### config.mk
export PLATFORM = sky130hd
export DESIGN_NAME = spike_window_counter
export DESIGN_NICKNAME = d
export VERILOG_FILES = /design/src/rtl/spike_window_counter.sv
export SDC_FILE = /design/constraint.sdc
export NUM_CORES = 1
export LEC_CHECK = 0
export CAP_MARGIN = 20
export CELL_PAD_IN_SITES_DETAIL_PLACEMENT = 1
export CELL_PAD_IN_SITES_GLOBAL_PLACEMENT = 1
export CORE_ASPECT_RATIO = 0.9
export CORE_MARGIN = 8
export CORE_UTILIZATION = 36
export DETAILED_ROUTE_END_ITERATION = 12
export PLACE_DENSITY = 0.9
export SYNTH_ARGS = -nofsm -noshare
export SYNTH_HDL_FRONTEND = slang
export SYNTH_SLANG_ARGS = --single-unit
### constraint.sdc
create_clock -name clk -period 2 [get_ports clk]
set_input_delay 0.2 -clock clk [delete_from_list [all_inputs] [get_ports clk]]
set_output_delay 0.2 -clock clk [all_outputs]
set_load 0.005 [all_outputs]
### src/rtl/spike_window_counter.sv
// Spike-rate window counter: counts spikes over a programmable number of enabled cycles
// and holds the result on a valid/ready port. Define SPIKE_WINDOW_PEAK_EN to also track peak membrane.
module spike_window_counter #(
   parameter int COUNT_BITS    = 8,
   parameter int WINDOW_BITS   = 8,
   parameter int MEMBRANE_BITS = 7
) (
   input  logic                     clk,
   input  logic                     reset,
   input  logic                     start,
   input  logic [WINDOW_BITS-1:0]   window_len,
   input  logic                     enable,
   input  logic                     spike_in,
   input  logic [MEMBRANE_BITS-1:0] membrane_in,
   output logic                     out_valid,
   input  logic                     out_ready,
   output logic [COUNT_BITS-1:0]    out_count,
   output logic                     out_overflow,
   output logic [MEMBRANE_BITS-1:0] out_peak,
   output logic                     busy
);

   typedef enum logic [1:0] {
      IDLE  = 2'b00,
      COUNT = 2'b01,
      HOLD  = 2'b10
   } state_t;

   localparam logic [WINDOW_BITS-1:0] WIN_ONE   = WINDOW_BITS'(1);
   localparam logic [COUNT_BITS-1:0]  COUNT_ONE = COUNT_BITS'(1);

   state_t                  state_q, state_d;
   logic [WINDOW_BITS-1:0]  remaining_q, remaining_d;
   logic [COUNT_BITS-1:0]   count_q, count_d;
   logic                    overflow_q, overflow_d;
   logic [COUNT_BITS-1:0]   outCount_q, outCount_d;
   logic                    outOverflow_q, outOverflow_d;
   logic                    startAccept;

`ifdef SPIKE_WINDOW_PEAK_EN
   logic [MEMBRANE_BITS-1:0] peak_q, peak_d;
   logic [MEMBRANE_BITS-1:0] outPeak_q, outPeak_d;
`endif

   // A new window may only open from IDLE, or from HOLD when the result is taken this cycle.
   assign startAccept = start && ((state_q == IDLE) || ((state_q == HOLD) && out_ready));

   always_comb begin
      state_d       = state_q;
      remaining_d   = remaining_q;
      count_d       = count_q;
      overflow_d    = overflow_q;
      outCount_d    = outCount_q;
      outOverflow_d = outOverflow_q;
`ifdef SPIKE_WINDOW_PEAK_EN
      peak_d        = peak_q;
      outPeak_d     = outPeak_q;
`endif
      case (state_q)
         IDLE: ;
         COUNT: begin
            if (enable) begin
               remaining_d = remaining_q - WIN_ONE;
               if (spike_in) begin
                  if (count_q == {COUNT_BITS{1'b1}}) overflow_d = 1'b1;
                  else                               count_d    = count_q + COUNT_ONE;
               end
`ifdef SPIKE_WINDOW_PEAK_EN
               if (membrane_in > peak_q) peak_d = membrane_in;
`endif
               // The last enabled sample is folded into the published result.
               if (remaining_q == WIN_ONE) begin
                  state_d       = HOLD;
                  outCount_d    = count_d;
                  outOverflow_d = overflow_d;
`ifdef SPIKE_WINDOW_PEAK_EN
                  outPeak_d     = peak_d;
`endif
               end
            end
         end
         HOLD: begin
            if (out_ready) state_d = IDLE;
         end
         default: state_d = IDLE;
      endcase

      if (startAccept) begin
         count_d    = '0;
         overflow_d = 1'b0;
`ifdef SPIKE_WINDOW_PEAK_EN
         peak_d     = '0;
`endif
         if (window_len != '0) begin
            state_d     = COUNT;
            remaining_d = window_len;
         end else begin
            state_d       = HOLD;
            remaining_d   = '0;
            outCount_d    = '0;
            outOverflow_d = 1'b0;
`ifdef SPIKE_WINDOW_PEAK_EN
            outPeak_d     = '0;
`endif
         end
      end
   end

   always_ff @(posedge clk) begin
      if (reset) begin
         state_q       <= IDLE;
         remaining_q   <= '0;
         count_q       <= '0;
         overflow_q    <= 1'b0;
         outCount_q    <= '0;
         outOverflow_q <= 1'b0;
`ifdef SPIKE_WINDOW_PEAK_EN
         peak_q        <= '0;
         outPeak_q     <= '0;
`endif
      end else begin
         state_q       <= state_d;
         remaining_q   <= remaining_d;
         count_q       <= count_d;
         overflow_q    <= overflow_d;
         outCount_q    <= outCount_d;
         outOverflow_q <= outOverflow_d;
`ifdef SPIKE_WINDOW_PEAK_EN
         peak_q        <= peak_d;
         outPeak_q     <= outPeak_d;
`endif
      end
   end

   assign out_valid    = (state_q == HOLD);
   assign busy         = (state_q == COUNT);
   assign out_count    = outCount_q;
   assign out_overflow = outOverflow_q;

`ifdef SPIKE_WINDOW_PEAK_EN
   assign out_peak = outPeak_q;
`else
   logic unusedMembrane;
   assign unusedMembrane = ^membrane_in;
   assign out_peak       = '0;
`endif

endmodule

======== Yosys cells after proc, flatten, opt, wreduce, memory -nomap -nowiden ========
Cells that the tools add are included.
W data, S select, Z words.
storage, ports and cells
  logic and storage cells ................. 51
  register bits after elaboration ......... 28
cells by class
  reduce and logical (&&, ||, !) cells .... 11
  eq/ne operators ......................... 8
  mux-type cells .......................... 24
  $add $sub $neg .......................... 2
operators with widths
  operator               count
  $mux W8                11
  $mux W2                5
  $add A8 B1 Y8 const B  1
  $eq A8 B1 Y1 const B   1
  $eq A8 B8 Y1 const B   1
  $reduce_bool A8 Y1     1
  $sub A8 B1 Y8 const B  1
  $mux W1                7
  $ne A3 B1 Y1 const B   2
  $pmux W2 S3            1
  $reduce_and A2 Y1      2
  $reduce_and A4 Y1      1
  $reduce_bool A2 Y1     2
  $ne A3 B2 Y1 const B   1
  $eq A2 B1 Y1 const B   1
  $eq A2 B2 Y1 const B   1
  $logic_and A1 B1 Y1    2
  $logic_not A2 Y1       1
  $ne A2 B2 Y1 const B   1
  $reduce_or A2 Y1       1
  $logic_or A1 B1 Y1     1

======== Logic depth before layout (Yosys ltp) ========
  word-level depth ........................ 8
  gate-level depth with buffers ........... 7

======== Worst setup path after synthesis ========
OpenSTA, ideal clock, no wires.
  path type ............................... flip-flop to flip-flop
  start point ............................. reg count_q[0]
  end point ............................... reg count_q[4]
  path slack .............................. 0.502 ns
  cell stages (with the launch flop) ...... 7
  period minus slack after synthesis ...... 1.498 ns
  library setup time ...................... 0.120 ns
  arrival time ............................ 1.378 ns
  required time ........................... 1.880 ns
  cell sequence ........................... dfxtp_1 ha_1 buf_2 nand4_1 a311oi_1 xnor2_1 nor2_1
between the ends
  cells in the longest elaborated chain, start to end .. 3
RTL lines
  element                                        RTL line  source
  start: declaration                             34        logic [COUNT_BITS-1:0] count_q, count_d;
  start signal: assignment                       124       count_q <= count_d;
  $add A8 B1 Y8 or $eq A8 B8 Y1 (tied branches)  66, 65
  $mux W8 *                                      65        if (count_q == {COUNT_BITS{1'b1}}) overflow_d = 1'b1;
  $mux W8 *                                      64        if (spike_in) begin
Every way passes the cells marked *; elsewhere a longest branch is shown, timed or not.
A chain may end at the register's enable or synchronous reset.

======== Worst setup path in the final report ========
Same ends and word-level chain as after synthesis.

==> metrics.md <==
| Metric | Value |
|---|---|
| RSZ-0062 raised after global routing | false |
| Worst path slowest cell | dfxtp_1 |
| DP Cell Count | 280 |
| Hold Vio Cnt, Final | 0 |
| Layout area overhead | 24.4% |
| Worst flop-to-flop path endpoint | count_q[4] |
| Final worst path period share | 87.5% |
| Sequential share of the synthesized area | 34.4% |
| Clock skew | roughly 3.2 ps |
| Starting Density | 37.0% |
| # port buffers | 24 |
| Post-CTS Setup Inserts | 0 |
| Post_cts resized | 0 |
| F_max | between 0.5 and 0.6 GHz |
| Crit-path max FO | 8 |
| Critical-path cell list | ha_1 > nand4_1 > a311oi_1 > xnor2_1 > nor2_1 |
| Hold-fix buffers, CTS | 0 |
| Clk_lat worst skew | 280 ps |
| WL final | 4660 um |
| Kind of cell adding the most delay to the critical path | flip-flops |
| Slew Limit Fails | 0 |
| Vias in the first global route | 1637 |
| Initial antenna violation count | 0 |
| CP startpoint | count_q[0] |
| Reg area | 561 um^2 |
| Clk sinks | 28 |
| Leakage power | 0.688 nW |
| Clk root buf | clkbuf_8 |
| Clock buffer depth | 2 |
| YS warnings | 0 |
| Nets | 247 |
| Pwr/cell area | approximately 600 nW/um^2 |
| Multi-input logic area | around 950 um^2 |
| Async S/R FF share, synth | 0% |
| Post-Syn Area | 1630 um^2 |
| Grt ovf | 0 |
| Drt wl/cell | 16.4 um |
| Die H | 79.8 um |
| GPL Wtd Cong | between 0.8 and 0.9 |
| Detail Placement HPWL | 3490 um |
| Critical path buffers and inverters | 0 |
| R2R depth | 5 |
| CTS Buf Count | 3 |
| Crit path required time | about 2200 ps |
| Max VDD drop | 0.289 mV |
| Status | completed |
| Post-synthesis cell type count | 49 |
| Hold path depth | 2 |
| # fillers | 530 |
| CP startpoint kind | flip-flop |
| Top-Level Pins | 39 |
| Post-synth EDFFs | 0 |
| Layout cell share with drive strength beyond 1 | 11.7% |
| Largest net degree at the start of global routing | 17 |
| CORE AREA | 4400 um^2 |
| Via count | 1526 |
| Final antenna-violating net count | 0 |
| Die width | around 87 um |
| Tmin final | ~1700 ps |
| Predominant post-synthesis flop cell | dfxtp_1 |
| Hold EP | out_count[4] |
| Router iterations before antenna repair | 4 |
| DRC violations left | 0 |
| Worst path max stage delay | 450 ps |
| H-tree lvl count | 1 |
| Hold crit path type | flip-flop to flip-flop |
| CTS tree | done |
| Row cnt | 23 |
| Worst-path clk slew | 100 ps |
| Final setup fails | 0 |
| Diode count | 0 |
| Final non-filler cell total | 284 |
| Synthesized area per cell | 8.40 um^2 |
| Critical path class | flip-flop to flip-flop |
| Cells after Synth | 194 |
| Total negative setup slack | 0 ps |
| Worst EP arrival | 1920 ps |
| Reg-to-reg slack, setup | ~250 ps |
| Synth area leaders | dfxtp_1 34%, nor2_1 4.8%, xnor2_1 4.3% |
| Drt initial violations | between 70 and 80 |
| R2R Path Start | count_q[0] |
| Via-to-Cell Ratio | 5.37 |
| Hold Path Origin | out_count[4] |
| Seq cells post-synth | 28 |
| Gr usage total | 13.7% |
| Synth area leader | dfxtp_1 |
| Die ar. | 6940 um^2 |
| Post-synth top area share | 34.4% |
| First-pass GRT wire length | 7690 um |
| Max-capacitance violation count | 0 |
| Worst setup EP type | flip-flop |
==> cells in the final DEF (no fill, tap or decap), drive strengths merged, types with 4 or more instances in the layout <==
cell,netlist,layout
dfxtp,28,28
clkdlybuf4s50,0,24
nor2,21,21
nand2,14,14
buf,16,13
a21oi,12,12
nand3,11,11
xnor2,8,8
conb,1,7
a211oi,7,7
nor3,7,7
inv,5,5
nand4,5,5
a31oi,5,5
a311oi,5,5
o21ai,4,4
nand2b,4,4
==> state kept, by name (all words and copies together), names as in the netlist <==
register and flops:
count_q 8, out_count 8, out_overflow 1, overflow_q 1
remaining_q 8, state_q 2
==> routing by layer <==
metal / routed length [um] / vias to the layer above / track usage (%)
met5: 0 / - / 0
met1: 2140 / 736 / 17.2
li1: - / 751 / -
met2: 2300 / 33 / 22.9
met3: 147 / 6 / 1.54
met4: 65 / 0 / 6.19
==> worst reg2reg max path, cell delays in order, from the launching register on <==
cell,delay (ps)
dfxtp_1,450
ha_1,380
nand4_1,230
a311oi_1,360
xnor2_1,160
nor2_1,60
==> power by group <==
part           total, mW  switching (mW)  internal [mW]
clock              0.457           0.188          0.268
combinational      0.175          0.0922         0.0823
sequential         0.594          0.0202          0.574
total               1.23           0.301          0.924
==> Yosys cell counts (all sizes together), types with 2 or more instances <==
cell,n
a211oi,7
a21oi,12
a311oi,5
a31oi,5
a32oi,2
and3,3
buf,16
clkbuf,3
dfxtp,28
ha,3
inv,5
mux2i,3
nand2,14
nand2b,4
nand3,11
nand4,5
nor2,21
nor2b,3
nor3,7
nor4,3
o211ai,2
o21ai,4
o22ai,2
or3,2
xnor2,8
==> metrics by stage <==
| stage | area (um^2) | setup slack, ps | util (%) | hold slack, ps | total power, mW |
|---|---|---|---|---|---|
| floorplan | 1650 | 502 | - | 350 | 0.710 |
| global placement | 1960 | 171 | 44.4 | 450 | 0.772 |
| detailed placement | 1960 | 66.2 | 44.4 | 455 | 0.780 |
| CTS | 2030 | 237 | 46.1 | 478 | 1.23 |
| global route | 2030 | 139 | 46.1 | 502 | 1.28 |
| finish | 2030 | 250 | 46.1 | 476 | 1.23 |
==> cell families (layout without fill, tap and decap cells) <==
family | after synthesis | count (layout) | share of synthesized area, %
and+or+nand+nor | 79 | 79 | 25.4
AOI/OAI and AO/OA | 47 | 47 | 22.3
DFF | 28 | 28 | 34.4
buffers and inverters | 24 | 46 | 8.75
xor gates and xnor gates | 9 | 9 | 4.84
adders and majority gates | 3 | 3 | 2.30
muxes | 3 | 3 | 1.84
other | 1 | 7 | 0.230
==> final cells by class <==
cell class | instances | area share (%)
sequential | 28 | 27.6
timing repair buffer | 37 | 17.3
inverter | 5 | 0.925
clock buffer | 3 | 2.04
tap | 62 | 3.82
multi-input combinational | 148 | 46.8
clock inverter | 1 | 1.48
==> how the worst max path moves through the flow <==
stage	endpoint	depth (start not counted)
CTS	count_q[2]	5
finish	count_q[4]	5
floorplan	count_q[4]	6
global route	count_q[4]	5
global placement	out_count[4]	5
detailed placement	out_count[4]	5
Note: power is estimated with default switching activity, not from simulation.
==> variant 1 (same flow settings) <==
`WINDOW_BITS`: 8 -> 6.
--- a/src/rtl/spike_window_counter.sv
+++ b/src/rtl/spike_window_counter.sv
@@ -2,7 +2,7 @@
 // and holds the result on a valid/ready port. Define SPIKE_WINDOW_PEAK_EN to also track peak membrane.
 module spike_window_counter #(
    parameter int COUNT_BITS    = 8,
-   parameter int WINDOW_BITS   = 8,
+   parameter int WINDOW_BITS   = 6,
    parameter int MEMBRANE_BITS = 7
 ) (
    input  logic                     clk,
Interface: changed (resized window_len); port bits go from 39 to 37. No check against the original RTL was run, so the function may have changed too.
==> variant 1 against the unedited design <==
- first-iteration DRC count grew 35%
- global-route usage shrank 0.89 points
- hold slack lost 0.013 ns
- setup slack lost 0.085 ns
- power shrank 8.0%
- combinational power shrank 21%
- sequential cell count shrank 2
- synthesized area shrank 12%
- wire length shrank 15%
- design area shrank 12%
==> variant 1: results (changes against the unedited design) <==
metric,value,unit,change
largest family of logic cells by synthesized area,simple AND/OR/NAND/NOR gates,,unchanged
largest net degree at the start of global routing,16,,was 17
number of global-route vias before repair,1357,,was 1637
Synth Area in Compound Gates,0.210,,was 0.223
drt initial violations,104,,was 77
synth warn,0,,unchanged
asr flop ratio synth,0,,unchanged
Clock Latency Late Sink,0.27,ns,
top cell family by delay on the critical path,simple AND/OR/NAND/NOR gates,,was flip-flops
CTS Buf Count,3,,unchanged
Worst VDD drop,0.329,mV,was 0.289 mV
Final HPWL DP,2990,µm,was 3490 µm
status,finished clean,,unchanged
CTS H-tree lvls,1,,unchanged
CP max stage cell,or4_4,,was dfxtp_1
Lkg Pwr,0.635,nW,was 0.688 nW
post-synthesis cell type count,49,,unchanged
routability cong.,0.857,,was 0.832
GRT Total Usage,0.128,,was 0.137
first-pass GRT wire length,6580,µm,was 7690 µm
Pre-Repair DR Iteration Count,4,,unchanged
DR WL/cell,16.2,µm,was 16.4 µm
CTS resizes,0,,unchanged
Clock Tree Buf Depth,2,,unchanged
Commonest cells post-synth,"dfxtp_1, nor2_1, a21oi_1, nand2_1",,"was dfxtp_1, nor2_1, nand2_1"
clk_skew,0.00243,ns,was 0.00321 ns
Worst EP arrival,2.05,ns,was 1.92 ns
register area share after synthesis,0.362,,was 0.344
CP Max Fanout,5,,was 8
share of layout cells above drive strength 1,0.0850,,was 0.117
Worst-path clk slew,0.10,ns,about the same
xor and xnor area share after synthesis,0.0426,,was 0.0483
nets,223,,was 247
antenna diode count,0,,unchanged
post-synthesis mux area share,0.0209,,was 0.0184
vias per cell,5.54,,was 5.37
adder-cell share of the synthesized area,0.0261,,was 0.0230
initial antenna violation count,0,,unchanged
Tightest Hold Check Type,flip-flop to flip-flop,,unchanged
CP max stage delay,0.55,ns,was 0.45 ns
DP Worst Slack,0.140,ns,was 0.0662 ns
Area contributors post-synth,"dfxtp_1, nor2_1, a21oi_1",,"was dfxtp_1, nor2_1, xnor2_1"
# port buffers,22,,was 24
setup bufs post-CTS,0,,unchanged
[variant 1: cell types whose count changed in the layout (fill, tap and decap cells not counted), moves of 3 or more]
cell and delta:
buf_4 -5, nand3_1 -4, xnor2_1 -5, xor2_1 +3, o211ai_1 +3, nand4_1 -3
o21ai_1 +3
[variant 1: area by class of cell]
type / instances / area [µm²]
Fill cell: 480 / 2000
Multi-Input combinational cell: 136 / 842
Sequential cell: 26 / 520
Timing Repair Buffer: 29 / 273
Tap cell: 46 / 57.6
Clock buffer: 3 / 41.3
Clock inverter: 1 / 30.0
Inverter: 5 / 18.8
[variant 1: cells by family after synthesis]
| logic type | Yosys count |
|---|---|
| buf+inv | 19 |
| mux | 3 |
| fa+ha+maj | 3 |
| xor+xnor | 7 |
| other cells | 1 |
| simple gates | 71 |
| flops | 26 |
| compound gates | 45 |
[variant 1: worst paths after layout]
path / startpoint / end / slack [ns] / depth (start not counted)
min: out_count[4]$_SDFF_PP0_ / out_count[4]$_SDFF_PP0_ / 0.46 / 2
max reg2reg: remaining_q[2]$_SDFFE_PP0P_ / out_count[6]$_SDFF_PP0_ / 0.16 / 4
min reg2reg: out_count[4]$_SDFF_PP0_ / out_count[4]$_SDFF_PP0_ / 0.46 / 2
max: remaining_q[2]$_SDFFE_PP0P_ / out_count[6]$_SDFF_PP0_ / 0.16 / 4
[variant 1: worst min-delay path, cell delays in order, from the launching register on]
cell,delay [ns]
dfxtp_1,0.32
nand2_1,0.05
a21oi_1,0.05
[variant 1: per-stage QoR]
stage / power, mW / area, µm² / util / instances / hold slack [ns]
2_1_floorplan: 0.640 / 1460 / - / 181 / 0.350
3_3_place_gp: 0.687 / 1710 / 0.452 / 242 / 0.440
3_5_place_dp: 0.692 / 1710 / 0.452 / 242 / 0.454
4_1_cts: 1.13 / 1780 / 0.471 / 246 / 0.468
5_1_grt: 1.17 / 1780 / 0.471 / 246 / 0.503
6_report: 1.13 / 1780 / 0.471 / 246 / 0.463
[variant 1: where the power goes]
| part | internal [mW] | total, mW | switching (mW) |
|---|---|---|---|
| clock network | 0.268 | 0.441 | 0.173 |
| logic | 0.0637 | 0.139 | 0.0753 |
| registers | 0.530 | 0.547 | 0.0164 |
| total | 0.862 | 1.13 | 0.265 |
[variant 1: metal layers]
layer	track usage	up-vias	wire length, µm
li1	-	679	-
met1	0.182	646	1950
met2	0.187	35	1760
met3	0.0224	2	223
met4	0.0397	0	35
met5	0	-	0
==> variant 2 (same settings) <==
Without the edit above. Register the output `out_count` once more, with the module's reset; this adds one clock of latency there. The other outputs are not delayed to match.
--- a/src/rtl/spike_window_counter.sv
+++ b/src/rtl/spike_window_counter.sv
@@ -134,7 +134,13 @@
 
    assign out_valid    = (state_q == HOLD);
    assign busy         = (state_q == COUNT);
-   assign out_count    = outCount_q;
+   always_ff @(posedge clk) begin
+      if (reset) begin
+         out_count <= '0;
+      end else begin
+         out_count <= outCount_q;
+      end
+   end
    assign out_overflow = outOverflow_q;
 
 `ifdef SPIKE_WINDOW_PEAK_EN
Behaviour: not the same (Yosys sat finds a counterexample within 4 cycles, from zero or initial values and one cycle with reset high).
==> variant 2 against the unedited design <==
- design area increased by 8.5%
- sequential cell count increased by 8
- power up 16%
- synthesized area rose by 9.3%
- combinational power fell by 10%
- fmax down 3.2%
- setup slack worse by 0.058 ns
- wire length up 7.2%
==> variant 2: results (changes against the unedited design) <==
metric,value,unit,change
status,finished clean,,unchanged
number of global-route vias before repair,1614,,was 1637
switching fraction of total power,0.263,,was 0.246
post-synthesis cell type count,50,,was 49
vias per cell,5.46,,was 5.37
metal2 WL,2490,µm,was 2300 µm
GRT Total Usage,0.140,,was 0.137
Worst Reg-to-Reg Cells,6,,was 5
Worst-path clk slew,0.08,ns,was 0.10 ns
Hold Path End,out_count[3]$_SDFF_PP0_,,was out_count[4]$_SDFF_PP0_
met1 usage,0.165,,was 0.172
uppermost routed layer,met4,,unchanged
RR Endpoint,outCount_q[1]$_SDFF_PP0_,,was count_q[4]$_SDFFE_PP0P_
Hold Startpoint,outCount_q[3]$_SDFF_PP0_,,was out_count[4]$_SDFF_PP0_
CP max stage delay,0.42,ns,was 0.45 ns
routability cong.,0.852,,was 0.832
first-pass GRT wire length,8270,µm,was 7690 µm
Lkg Pwr,0.825,nW,was 0.688 nW
Commonest cells post-synth,"dfxtp_1, a21oi_1, nor2_1",,"was dfxtp_1, nor2_1, nand2_1"
Worst Hold Depth,1,,was 2
drt initial violations,120,,was 77
root buffer cell,clkbuf_8,,unchanged
grt met2 use,0.239,,was 0.229
nets,257,,was 247
Worst VDD drop,0.241,mV,was 0.289 mV
share of layout cells above drive strength 1,0.124,,was 0.117
met3 usage,0.0379,,was 0.0154
CTS Buf Count,5,,was 3
Area contributors post-synth,"dfxtp_1, a21oi_1, buf_4",,"was dfxtp_1, nor2_1, xnor2_1"
met3 WL,185,µm,was 147 µm
register area share after synthesis,0.404,,was 0.344
Final HPWL DP,3750,µm,was 3490 µm
metal1 wirelength,2260,µm,was 2140 µm
CP Max Fanout,7,,was 8
R2R Setup Slk,0.19,ns,was 0.25 ns
Tightest Hold Check Type,flip-flop to flip-flop,,unchanged
DP Area,2110,µm²,was 1960 µm²
Pre-Repair DR Iteration Count,4,,unchanged
DR WL/cell,16.7,µm,was 16.4 µm
CTS H-tree lvls,2,,was 1
largest net degree at the start of global routing,20,,was 17
clk_skew,0.00461,ns,was 0.00321 ns
[variant 2: cell types whose count changed in the layout (fill, tap and decap cells not counted), sizes merged, moves of 4 or more]
cell / delta
a211oi: -6
a21oi: +7
a311oi: -5
dfxtp: +8
nand2: -5
nand3: -6
nor2b: +7
o21ai: +7
or4: +4
xnor2: -7
xor2: +4
[variant 2: area by class of cell]
cell class / count / area share
Clock inverter: 3 / 0.00853
Multi-Input combinational cell: 153 / 0.445
Sequential cell: 36 / 0.328
Tap cell: 65 / 0.0370
Inverter: 2 / 0.00341
Timing Repair Buffer: 35 / 0.147
Clock buffer: 5 / 0.0313
[variant 2: cell families (layout without fill, tap and decap cells)]
logic type,count (synthesis),in the layout,synth area share
and+or+nand+nor,79,79,0.264
DFF,36,36,0.404
AOI/OAI and AO/OA,54,54,0.198
adders and majority gates,3,3,0.0211
buffers and inverters,18,45,0.0583
other,1,7,0.00210
xor gates and xnor gates,6,6,0.0295
muxes,4,4,0.0225
[variant 2: power by group through the flow]
| stage | clock network (mW) | registers (mW) | logic (mW) |
|---|---|---|---|
| after global placement | 0 | 0.767 | 0.147 |
| final | 0.514 | 0.755 | 0.157 |
| after floorplan | 0 | 0.763 | 0.0957 |
| after global routing | 0.569 | 0.757 | 0.172 |
| after detailed placement | 0 | 0.769 | 0.154 |
| after CTS | 0.525 | 0.753 | 0.156 |
[variant 2: per-stage QoR]
step | utilization | setup WS (ns) | instances | power (mW) | hold WS (ns)
global placement | 0.440 | 0.233 | 291 | 0.914 | 0.444
global route | 0.458 | 0.0839 | 299 | 1.50 | 0.483
CTS | 0.458 | 0.212 | 299 | 1.43 | 0.462
floorplan | - | 0.431 | 207 | 0.858 | 0.350
finish | 0.458 | 0.192 | 299 | 1.43 | 0.457
detailed placement | 0.440 | 0.179 | 291 | 0.924 | 0.447
